### src/rtl/wbf_weight_buf_pkg.sv
// wca_pkg: shared widths, config opcodes and FSM state type for the weight
// cache arbiter slice (weight buffer and friends).
package wca_pkg;

    localparam int ISA_WIDTH      = 2;
    localparam int DATA_WIDTH     = 8;
    localparam int WEI_ADDR_WIDTH = 8;

    localparam logic [ISA_WIDTH-1:0] ISA_LOAD_SERVE = 2'b00;
    localparam logic [ISA_WIDTH-1:0] ISA_SERVE_ONLY = 2'b01;

    typedef enum logic [1:0] {
        IDLE,
        LOAD,
        SERVE,
        DRAIN
    } wbfState_t;

endpackage

### src/rtl/wbf_weight_buf_if.sv
// wbf_weight_buf_if: WCA read bus (address handshake in, data handshake out).
// master = weight cache arbiter side, slave = weight buffer side.
interface wbf_weight_buf_if #(
    parameter int DATA_WIDTH     = wca_pkg::DATA_WIDTH,
    parameter int WEI_ADDR_WIDTH = wca_pkg::WEI_ADDR_WIDTH
);

    logic                      WCAWBF_AdrVld;
    logic [WEI_ADDR_WIDTH-1:0] WCAWBF_Adr;
    logic                      WBFWCA_AdrRdy;
    logic                      WBFWCA_DatVld;
    logic [DATA_WIDTH-1:0]     WBFWCA_Dat;
    logic                      WCAWBF_DatRdy;

    modport master (
        output WCAWBF_AdrVld, WCAWBF_Adr, WCAWBF_DatRdy,
        input  WBFWCA_AdrRdy, WBFWCA_DatVld, WBFWCA_Dat
    );

    modport slave (
        input  WCAWBF_AdrVld, WCAWBF_Adr, WCAWBF_DatRdy,
        output WBFWCA_AdrRdy, WBFWCA_DatVld, WBFWCA_Dat
    );

endinterface

### src/rtl/wbf_weight_buf_ram_sp.sv
// wbf_ram_sp: behavioural single-port RAM, registered read (1-cycle latency),
// write-enable, contents not reset.
module wbf_ram_sp #(
    parameter int DATA_WIDTH = 8,
    parameter int ADDR_WIDTH = 8
) (
    input  logic                  clk,
    input  logic                  en,
    input  logic                  we,
    input  logic [ADDR_WIDTH-1:0] addr,
    input  logic [DATA_WIDTH-1:0] wdata,
    output logic [DATA_WIDTH-1:0] rdata
);

    logic [DATA_WIDTH-1:0] mem [2**ADDR_WIDTH];

    // One access per cycle: write when we, otherwise register the read word.
    always_ff @(posedge clk) begin
        if (en) begin
            if (we) begin
                mem[addr] <= wdata;
            end else begin
                rdata <= mem[addr];
            end
        end
    end

endmodule

### src/rtl/wbf_weight_buf.sv
// wbf_weight_buf: weight buffer in front of the weight cache arbiter.
// Loads a layer of weights into a single-port RAM, then serves in-order reads
// through a small output FIFO. Optional macro WBF_OOR_CHK_EN adds a range check
// of read addresses against the latched layer size and a sticky WBFTOP_Err.
module wbf_weight_buf #(
    parameter int ISA_WIDTH      = wca_pkg::ISA_WIDTH,
    parameter int DATA_WIDTH     = wca_pkg::DATA_WIDTH,
    parameter int WEI_ADDR_WIDTH = wca_pkg::WEI_ADDR_WIDTH,
    parameter int OFIFO_DEPTH    = 4
) (
    input  logic                    clk,
    input  logic                    rst_n,
    input  logic                    TOPWBF_CfgVld,
    input  logic [ISA_WIDTH-1:0]    TOPWBF_CfgISA,
    input  logic [WEI_ADDR_WIDTH:0] TOPWBF_CfgNum,
    output logic                    WBFTOP_CfgRdy,
    input  logic                    TOPWBF_LayerDone,
    input  logic                    TOPWBF_DatVld,
    input  logic [DATA_WIDTH-1:0]   TOPWBF_Dat,
    output logic                    WBFTOP_DatRdy,
`ifdef WBF_OOR_CHK_EN
    output logic                    WBFTOP_Err,
`endif
    wbf_weight_buf_if.slave         wca
);

    import wca_pkg::*;

    localparam int FPW = (OFIFO_DEPTH > 1) ? $clog2(OFIFO_DEPTH) : 1;
    localparam int FCW = $clog2(OFIFO_DEPTH + 1);
    localparam logic [FPW-1:0] FIFO_LAST = FPW'(OFIFO_DEPTH - 1);

    wbfState_t               state, stateNxt;
    logic [WEI_ADDR_WIDTH:0] num;
    logic [WEI_ADDR_WIDTH:0] wrPtr;
    logic                    outOfReset;

    logic [DATA_WIDTH-1:0]   fifoMem [OFIFO_DEPTH];
    logic [FPW-1:0]          fifoRdPtr, fifoWrPtr;
    logic [FCW-1:0]          occ;
    logic                    inflight;

    logic                    cfgRdy, datRdy, adrRdy;
    logic                    isaLoad, isaServe;
    logic                    cfgXfer, cfgAccept, ldXfer, adrXfer, rdEn;
    logic                    push, pop;
    logic                    ramEn;
    logic [WEI_ADDR_WIDTH-1:0] ramAddr;
    logic [DATA_WIDTH-1:0]   ramRdata, pushDat;

    // Ready flags and transfer strobes; every ready depends on registers only.
    always_comb begin
        cfgRdy    = (state == IDLE) && outOfReset;
        datRdy    = (state == LOAD);
        adrRdy    = (state == SERVE) &&
                    ((32'(occ) + 32'(inflight)) < 32'(OFIFO_DEPTH));
        isaLoad   = (TOPWBF_CfgISA == ISA_WIDTH'(ISA_LOAD_SERVE));
        isaServe  = (TOPWBF_CfgISA == ISA_WIDTH'(ISA_SERVE_ONLY));
        cfgXfer   = TOPWBF_CfgVld && cfgRdy;
        cfgAccept = cfgXfer && (isaLoad || isaServe);
        ldXfer    = TOPWBF_DatVld && datRdy;
        adrXfer   = wca.WCAWBF_AdrVld && adrRdy;
        push      = inflight;
        pop       = (occ != '0) && wca.WCAWBF_DatRdy;
    end

`ifdef WBF_OOR_CHK_EN
    logic adrOor;
    logic inflightOor;
    logic errReg;

    assign adrOor     = ({1'b0, wca.WCAWBF_Adr} >= num);
    assign rdEn       = adrXfer && !adrOor;
    assign pushDat    = inflightOor ? '0 : ramRdata;
    assign WBFTOP_Err = errReg;

    // Out-of-range tracking: suppressed read slot and sticky error flag.
    always_ff @(posedge clk or negedge rst_n) begin
        if (!rst_n) begin
            inflightOor <= 1'b0;
            errReg      <= 1'b0;
        end else begin
            inflightOor <= adrXfer && adrOor;
            if (cfgAccept) begin
                errReg <= 1'b0;
            end else if (adrXfer && adrOor) begin
                errReg <= 1'b1;
            end
        end
    end
`else
    assign rdEn    = adrXfer;
    assign pushDat = ramRdata;
`endif

    // Single RAM port: load writes own it in LOAD, read addresses otherwise.
    always_comb begin
        ramEn   = ldXfer || rdEn;
        ramAddr = (state == LOAD) ? wrPtr[WEI_ADDR_WIDTH-1:0] : wca.WCAWBF_Adr;
    end

    wbf_ram_sp #(
        .DATA_WIDTH (DATA_WIDTH),
        .ADDR_WIDTH (WEI_ADDR_WIDTH)
    ) uRam (
        .clk   (clk),
        .en    (ramEn),
        .we    (ldXfer),
        .addr  (ramAddr),
        .wdata (TOPWBF_Dat),
        .rdata (ramRdata)
    );

    // FSM state register.
    always_ff @(posedge clk or negedge rst_n) begin
        if (!rst_n) begin
            state <= IDLE;
        end else begin
            state <= stateNxt;
        end
    end

    // FSM next-state logic.
    always_comb begin
        stateNxt = state;
        case (state)
            IDLE: begin
                if (cfgXfer && isaLoad) begin
                    stateNxt = (TOPWBF_CfgNum == '0) ? SERVE : LOAD;
                end else if (cfgXfer && isaServe) begin
                    stateNxt = SERVE;
                end
            end
            LOAD: begin
                if (ldXfer && (wrPtr == num - 1'b1)) begin
                    stateNxt = SERVE;
                end
            end
            SERVE: begin
                if (TOPWBF_LayerDone) begin
                    stateNxt = DRAIN;
                end
            end
            DRAIN: begin
                if ((occ == '0) && !inflight) begin
                    stateNxt = IDLE;
                end
            end
            default: stateNxt = IDLE;
        endcase
    end

    // Layer size latch, load pointer and post-reset ready qualifier.
    always_ff @(posedge clk or negedge rst_n) begin
        if (!rst_n) begin
            num        <= '0;
            wrPtr      <= '0;
            outOfReset <= 1'b0;
        end else begin
            outOfReset <= 1'b1;
            if (cfgAccept) begin
                num   <= TOPWBF_CfgNum;
                wrPtr <= '0;
            end else if (ldXfer) begin
                wrPtr <= wrPtr + 1'b1;
            end
        end
    end

    // Output FIFO control: the RAM word read last cycle is pushed this edge.
    always_ff @(posedge clk or negedge rst_n) begin
        if (!rst_n) begin
            fifoRdPtr <= '0;
            fifoWrPtr <= '0;
            occ       <= '0;
            inflight  <= 1'b0;
        end else begin
            inflight <= adrXfer;
            if (push) begin
                fifoWrPtr <= (fifoWrPtr == FIFO_LAST) ? '0 : fifoWrPtr + 1'b1;
            end
            if (pop) begin
                fifoRdPtr <= (fifoRdPtr == FIFO_LAST) ? '0 : fifoRdPtr + 1'b1;
            end
            case ({push, pop})
                2'b10:   occ <= occ + 1'b1;
                2'b01:   occ <= occ - 1'b1;
                default: occ <= occ;
            endcase
        end
    end

    // FIFO storage, no reset needed: empty entries are masked at the output.
    always_ff @(posedge clk) begin
        if (push) begin
            fifoMem[fifoWrPtr] <= pushDat;
        end
    end

    assign WBFTOP_CfgRdy     = cfgRdy;
    assign WBFTOP_DatRdy     = datRdy;
    assign wca.WBFWCA_AdrRdy = adrRdy;
    assign wca.WBFWCA_DatVld = (occ != '0);
    assign wca.WBFWCA_Dat    = (occ != '0) ? fifoMem[fifoRdPtr] : '0;

endmodule
### src/flat_wrapper.sv
// flat-port wrapper written by rule: the top's interface ports become plain ports
module wbf_weight_buf_flat import wca_pkg::*;
#(
    parameter int ISA_WIDTH      = wca_pkg::ISA_WIDTH,
    parameter int DATA_WIDTH     = wca_pkg::DATA_WIDTH,
    parameter int WEI_ADDR_WIDTH = wca_pkg::WEI_ADDR_WIDTH,
    parameter int OFIFO_DEPTH    = 4
)
  (clk, rst_n, TOPWBF_CfgVld, TOPWBF_CfgISA, TOPWBF_CfgNum, WBFTOP_CfgRdy, TOPWBF_LayerDone, TOPWBF_DatVld, TOPWBF_Dat, WBFTOP_DatRdy, wca_WCAWBF_AdrVld, wca_WCAWBF_Adr, wca_WCAWBF_DatRdy, wca_WBFWCA_AdrRdy, wca_WBFWCA_DatVld, wca_WBFWCA_Dat);
  wbf_weight_buf_if #(.DATA_WIDTH(DATA_WIDTH), .WEI_ADDR_WIDTH(WEI_ADDR_WIDTH)) wca_i ();
  input  logic clk;
  input  logic rst_n;
  input  logic TOPWBF_CfgVld;
  input  logic [ISA_WIDTH-1:0] TOPWBF_CfgISA;
  input  logic [WEI_ADDR_WIDTH:0] TOPWBF_CfgNum;
  output logic WBFTOP_CfgRdy;
  input  logic TOPWBF_LayerDone;
  input  logic TOPWBF_DatVld;
  input  logic [DATA_WIDTH-1:0] TOPWBF_Dat;
  output logic WBFTOP_DatRdy;
  input wire logic [$bits(wca_i.WCAWBF_AdrVld)-1:0] wca_WCAWBF_AdrVld;
  input wire logic [$bits(wca_i.WCAWBF_Adr)-1:0] wca_WCAWBF_Adr;
  input wire logic [$bits(wca_i.WCAWBF_DatRdy)-1:0] wca_WCAWBF_DatRdy;
  output wire logic [$bits(wca_i.WBFWCA_AdrRdy)-1:0] wca_WBFWCA_AdrRdy;
  output wire logic [$bits(wca_i.WBFWCA_DatVld)-1:0] wca_WBFWCA_DatVld;
  output wire logic [$bits(wca_i.WBFWCA_Dat)-1:0] wca_WBFWCA_Dat;
  assign wca_i.WCAWBF_AdrVld = wca_WCAWBF_AdrVld;
  assign wca_i.WCAWBF_Adr = wca_WCAWBF_Adr;
  assign wca_i.WCAWBF_DatRdy = wca_WCAWBF_DatRdy;
  assign wca_WBFWCA_AdrRdy = wca_i.WBFWCA_AdrRdy;
  assign wca_WBFWCA_DatVld = wca_i.WBFWCA_DatVld;
  assign wca_WBFWCA_Dat = wca_i.WBFWCA_Dat;
  wbf_weight_buf #(.ISA_WIDTH(ISA_WIDTH), .DATA_WIDTH(DATA_WIDTH), .WEI_ADDR_WIDTH(WEI_ADDR_WIDTH), .OFIFO_DEPTH(OFIFO_DEPTH)) u_core (.clk(clk), .rst_n(rst_n), .TOPWBF_CfgVld(TOPWBF_CfgVld), .TOPWBF_CfgISA(TOPWBF_CfgISA), .TOPWBF_CfgNum(TOPWBF_CfgNum), .WBFTOP_CfgRdy(WBFTOP_CfgRdy), .TOPWBF_LayerDone(TOPWBF_LayerDone), .TOPWBF_DatVld(TOPWBF_DatVld), .TOPWBF_Dat(TOPWBF_Dat), .WBFTOP_DatRdy(WBFTOP_DatRdy), .wca(wca_i));
endmodule
### config.mk
export PLATFORM = sky130hd
export DESIGN_NAME = wbf_weight_buf_flat
export DESIGN_NICKNAME = d
export VERILOG_FILES = /design/src/rtl/wbf_weight_buf_pkg.sv /design/src/rtl/wbf_weight_buf_if.sv /design/src/rtl/wbf_weight_buf_ram_sp.sv /design/src/rtl/wbf_weight_buf.sv /design/src/flat_wrapper.sv
export SDC_FILE = /design/constraint.sdc
export NUM_CORES = 2
export LEC_CHECK = 0
export BUFFER_PORTS_ARGS = -buffer_cell sky130_fd_sc_hd__buf_4
export CORE_MARGIN = 2
export CORE_UTILIZATION = 47
export CTS_BUF_LIST = sky130_fd_sc_hd__clkbuf_4 sky130_fd_sc_hd__clkbuf_8 sky130_fd_sc_hd__clkbuf_16
export DETAILED_ROUTE_END_ITERATION = 12
export REMOVE_ABC_BUFFERS = 1
export SYNTH_ARGS = -nofsm -noshare
export SYNTH_HDL_FRONTEND = slang
export SYNTH_SLANG_ARGS = --single-unit
### constraint.sdc
create_clock -name clk -period 3.85 [get_ports clk]
set_input_delay 0.77 -clock clk [delete_from_list [all_inputs] [get_ports clk]]
set_output_delay 0.77 -clock clk [all_outputs]
set_load 0.01 [all_outputs]
==> results by group <==
Outcome
  • Status: completed

CTS
  • Worst skew pair latency: 0.87 ns
  • Bufs on Longest Clock Path: 3
  • CTS tree: yes
  • H-tree depth: 4
  • CTS clk-pin slew, worst paths: 0.06 ns
  • CTS Buf Count: 210
  • CTS Sinks: 2,117
  • Clk root buf: clkbuf_16

Synthesis
  • Post-synthesis sequential area ratio: 76.4%
  • FF+latch count, synth: 2,117
  • Synth top area cells: edfxtp_1, mux4_2, nand2_1, nand3_1, nor2_1
  • Largest family of logic cells by synthesized area: simple AND/OR/NAND/NOR gates
  • Yosys warns: 0
  • Synth area leader: edfxtp_1
  • Post-synth top area share: 75.5%
  • Area share of and/or/nand/nor cells after synthesis: 9.86%
  • Ys flop type: edfxtp_1
  • Synth Area in XOR/XNOR: 0.200%
  • Adder-cell area share of the yosys netlist: 0.220%
  • Multiplexer share of the synthesized area: 7.22%
  • Mapped cell area: 83,000 sq um
  • Mapped Cells: 5,194
  • Ys async rst share: 1.37%
  • Synth cell types: 61
  • Synth Area in Compound Gates: 4.15%
  • Syn_area_per_cell: 16.0 sq um
  • Post-synth EDFFs: 2,088

Worst setup path
  • Crit path capture type: register
  • Worst path required time: 4.47 ns
  • Critical path class: reg -> reg
  • Crit path max fanout: 15
  • Crit path DAT: 4.35 ns
  • CP Launch Type: register

Route
  • First-iteration detailed-routing DRC count: 5,406
  • DR top layer: met4
  • DR vias/cell: 5.88
  • Routed Antenna Nets: 0
  • Post-Route WL: 219,000 um
  • TritonRoute pass-1 iters: 5
  • Via Count: 47,500
  • Drt wl/cell: 27.2 um
  • DRT met1 WL: 90,900 um
  • # DRC: 0
  • Metal3 WL: 13,900 um
  • Met2 wire len: 109,000 um

Job
  • Max Cap Viol: 0

Pwr
  • Switching Share: 27.4%
  • Internal Power: 40.9 mW
  • Clk pwr share: 36.0%
  • VDD IR max: 428 uV
  • Sequential share of power: 45.9%
  • Total leakage power: 32.0 nW
  • Pwr/cell area: 584 nW/um^2
  • Comb power frac: 18.2%
  • NetSw: 15.4 mW

Placed design
  • Inst Count DP: 7,675
  • Placed Area: 89,100 sq um
  • Buffers on Ports: 45
  • Pre-CTS setup slack: -0.272 ns
  • DP Wirelength: 136,000 um
  • Gpl congestion: 0.841

Global route
  • Vias in the first global route: 46,800
  • Gr usage total: 24.2%
  • Antenna violations before repair: 2
  • Largest net degree at the start of global routing: 111
  • Remaining Overflow, GRT: 0
  • First-pass GRT wire length: 322,000 um

Cells and area
  • Area grow syn2layout: 16.0%
  • Leading cell type in the layout, fill and taps excluded: edfxtp_1
  • Layout Cells excl Fill: 8,072
  • Commonest non-fill, non-tap cells in the layout: edfxtp_1, nand2_1, buf_4
  • Design area: 96,300 sq um
  • Nets: 5,603
  • Proportion of layout cells with a drive suffix above 1: 19.0%

Die
  • Io pins: 46
  • Core Region: 176,000 sq um
  • Die H: 424 um
  • Row count: 154
  • Die area: 180,000 sq um
  • Die Wd: 424 um
  • Starting density of the core: 47.2%

Timing
  • Slew Limit Fails: 0
  • Period utilization: 96.9%
  • Hold Fails Final Rpt: 0
  • Fin worst setup slack: 0.118 ns
  • Max Freq: 268 MHz
  • Slew HR: 33.5%
  • Final Setup Violations: 0
  • RSZ-0062 raised after global routing: true
  • Tmin final: 3.73 ns
  • Worst Skew: 0.0617 ns
  • Slew @ Worst Pin: 0.998 ns

Min path
  • Worst hold path class: in -> reg
==> state kept, by name (all words and copies together) (netlist names) <==
| name | count |
|---|---|
| u_core.wrPtr | 9 |
| u_core.num | 9 |
| u_core.inflight | 1 |
| u_core.outOfReset | 1 |
| u_core.occ | 3 |
| u_core.state | 2 |
| u_core.fifoMem | 32 |
| u_core.uRam.rdata | 8 |
| u_core.fifoRdPtr | 2 |
| u_core.fifoWrPtr | 2 |
| u_core.uRam.mem | 2048 |
==> per-stage QoR <==
stage               hold WS (ns)  util [%]  power (mW)  setup TNS, ns
floorplan                  0.456         -        32.9              -
global placement           0.474      50.7        36.3          -1.28
detailed placement         0.487      50.7        36.4          -1.37
CTS                       0.0738      54.7        56.5              0
global route               0.102      54.8        58.1        -0.0426
finish                     0.132      54.8        56.3              0
==> layer usage <==
metal,global-route usage [%],vias up
li1,-,20800
met1,33.8,24600
met2,40.2,1762
met3,3.29,313
met4,7.00,0
met5,0,-
==> cell families (layout without fill, tap and decap cells) <==
group,count (synthesis),in the layout
adder cells (fa/ha/maj),14,14
multiplexers,308,308
AND/OR/NAND/NOR,1931,1931
XOR/XNOR,19,19
buffers and inverters,357,894
other,1,2
AO/OA/AOI/OAI,447,447
flip-flops,2117,2117
==> power by group through the flow <==
stage	combinational [mW]	sequential, mW	clock, mW
final	10.2	25.8	20.2
after global routing	10.9	25.8	21.4
after CTS	10.1	25.8	20.5
after detailed placement	10.1	26.3	0
after global placement	10.0	26.3	0
after floorplan	6.69	26.2	0
==> cell usage after synthesis, types with 4 or more instances <==
| cell type | number |
|---|---|
| nand4_1 | 80 |
| mux4_2 | 232 |
| buf_4 | 16 |
| o311a_1 | 7 |
| a311oi_1 | 82 |
| and2_1 | 19 |
| and3_1 | 75 |
| buf_2 | 75 |
| ha_1 | 13 |
| mux2i_1 | 71 |
| o31ai_1 | 23 |
| nand2_1 | 1126 |
| nand2b_1 | 4 |
| or3_1 | 5 |
| buf_6 | 15 |
| a31oi_1 | 83 |
| nor3_1 | 7 |
| a32oi_1 | 64 |
| and2_0 | 6 |
| o22ai_1 | 17 |
| xor2_1 | 13 |
| dfrtp_1 | 29 |
| a22oi_1 | 112 |
| inv_1 | 17 |
| buf_1 | 38 |
| nor2_1 | 274 |
| nand3_1 | 322 |
| a21oi_1 | 4 |
| xnor2_1 | 6 |
| clkbuf_1 | 196 |
| edfxtp_1 | 2088 |
| o21ai_0 | 21 |
| a311o_1 | 14 |
==> repair_timing <==
action,CTS,global route
setup buffers,0,5
gates resized for setup,14,26
endpoints found under the setup margin,7,251
hold endpoints to repair,29,0
pin swaps,2,1
cloned,0,2
hold buffers,1,0
==> worst paths after layout <==
path,from,to,slack [ns],depth (start not counted)
setup / recovery,u_core.state[1]$_DFFE_PN0P_,u_core.uRam.rdata[5]$_DFFE_PP_,0.12,11
hold / removal,TOPWBF_CfgNum[4],u_core.num[4]$_DFFE_PN0P_,0.13,3
setup reg to reg,u_core.state[1]$_DFFE_PN0P_,u_core.uRam.rdata[5]$_DFFE_PP_,0.12,11
hold reg to reg,u_core.occ[2]$_DFFE_PN0P_,u_core.occ[2]$_DFFE_PN0P_,0.50,1
max in group asynchronous,rst_n,u_core.num[7]$_DFFE_PN0P_,3.16,2
min in group asynchronous,rst_n,u_core.fifoRdPtr[0]$_DFFE_PN0P_,0.40,2
==> worst max-delay path: stages (launching register included) <==
cell and delay, ns:
dfrtp_1 0.40, inv_1 0.16, ha_4 0.20, mux2_8 0.43
buf_12 0.20, buf_8 0.18, mux4_2 0.43, a22oi_1 0.29
nand2_1 0.21, o31ai_1 0.52, o311a_1 0.36, nand3_1 0.09
==> area by class of cell <==
type,instances,area (sq um)
fill,13800,79400
clock inverter,127,1230
antenna,1,2.50
timing repair buffer,489,4740
clock buffer,261,5640
sequential,2117,63400
multi-input combinational,2720,18300
inverter,17,63.8
tap,2340,2930
No activity file was read; power rests on OpenSTA's default activity.
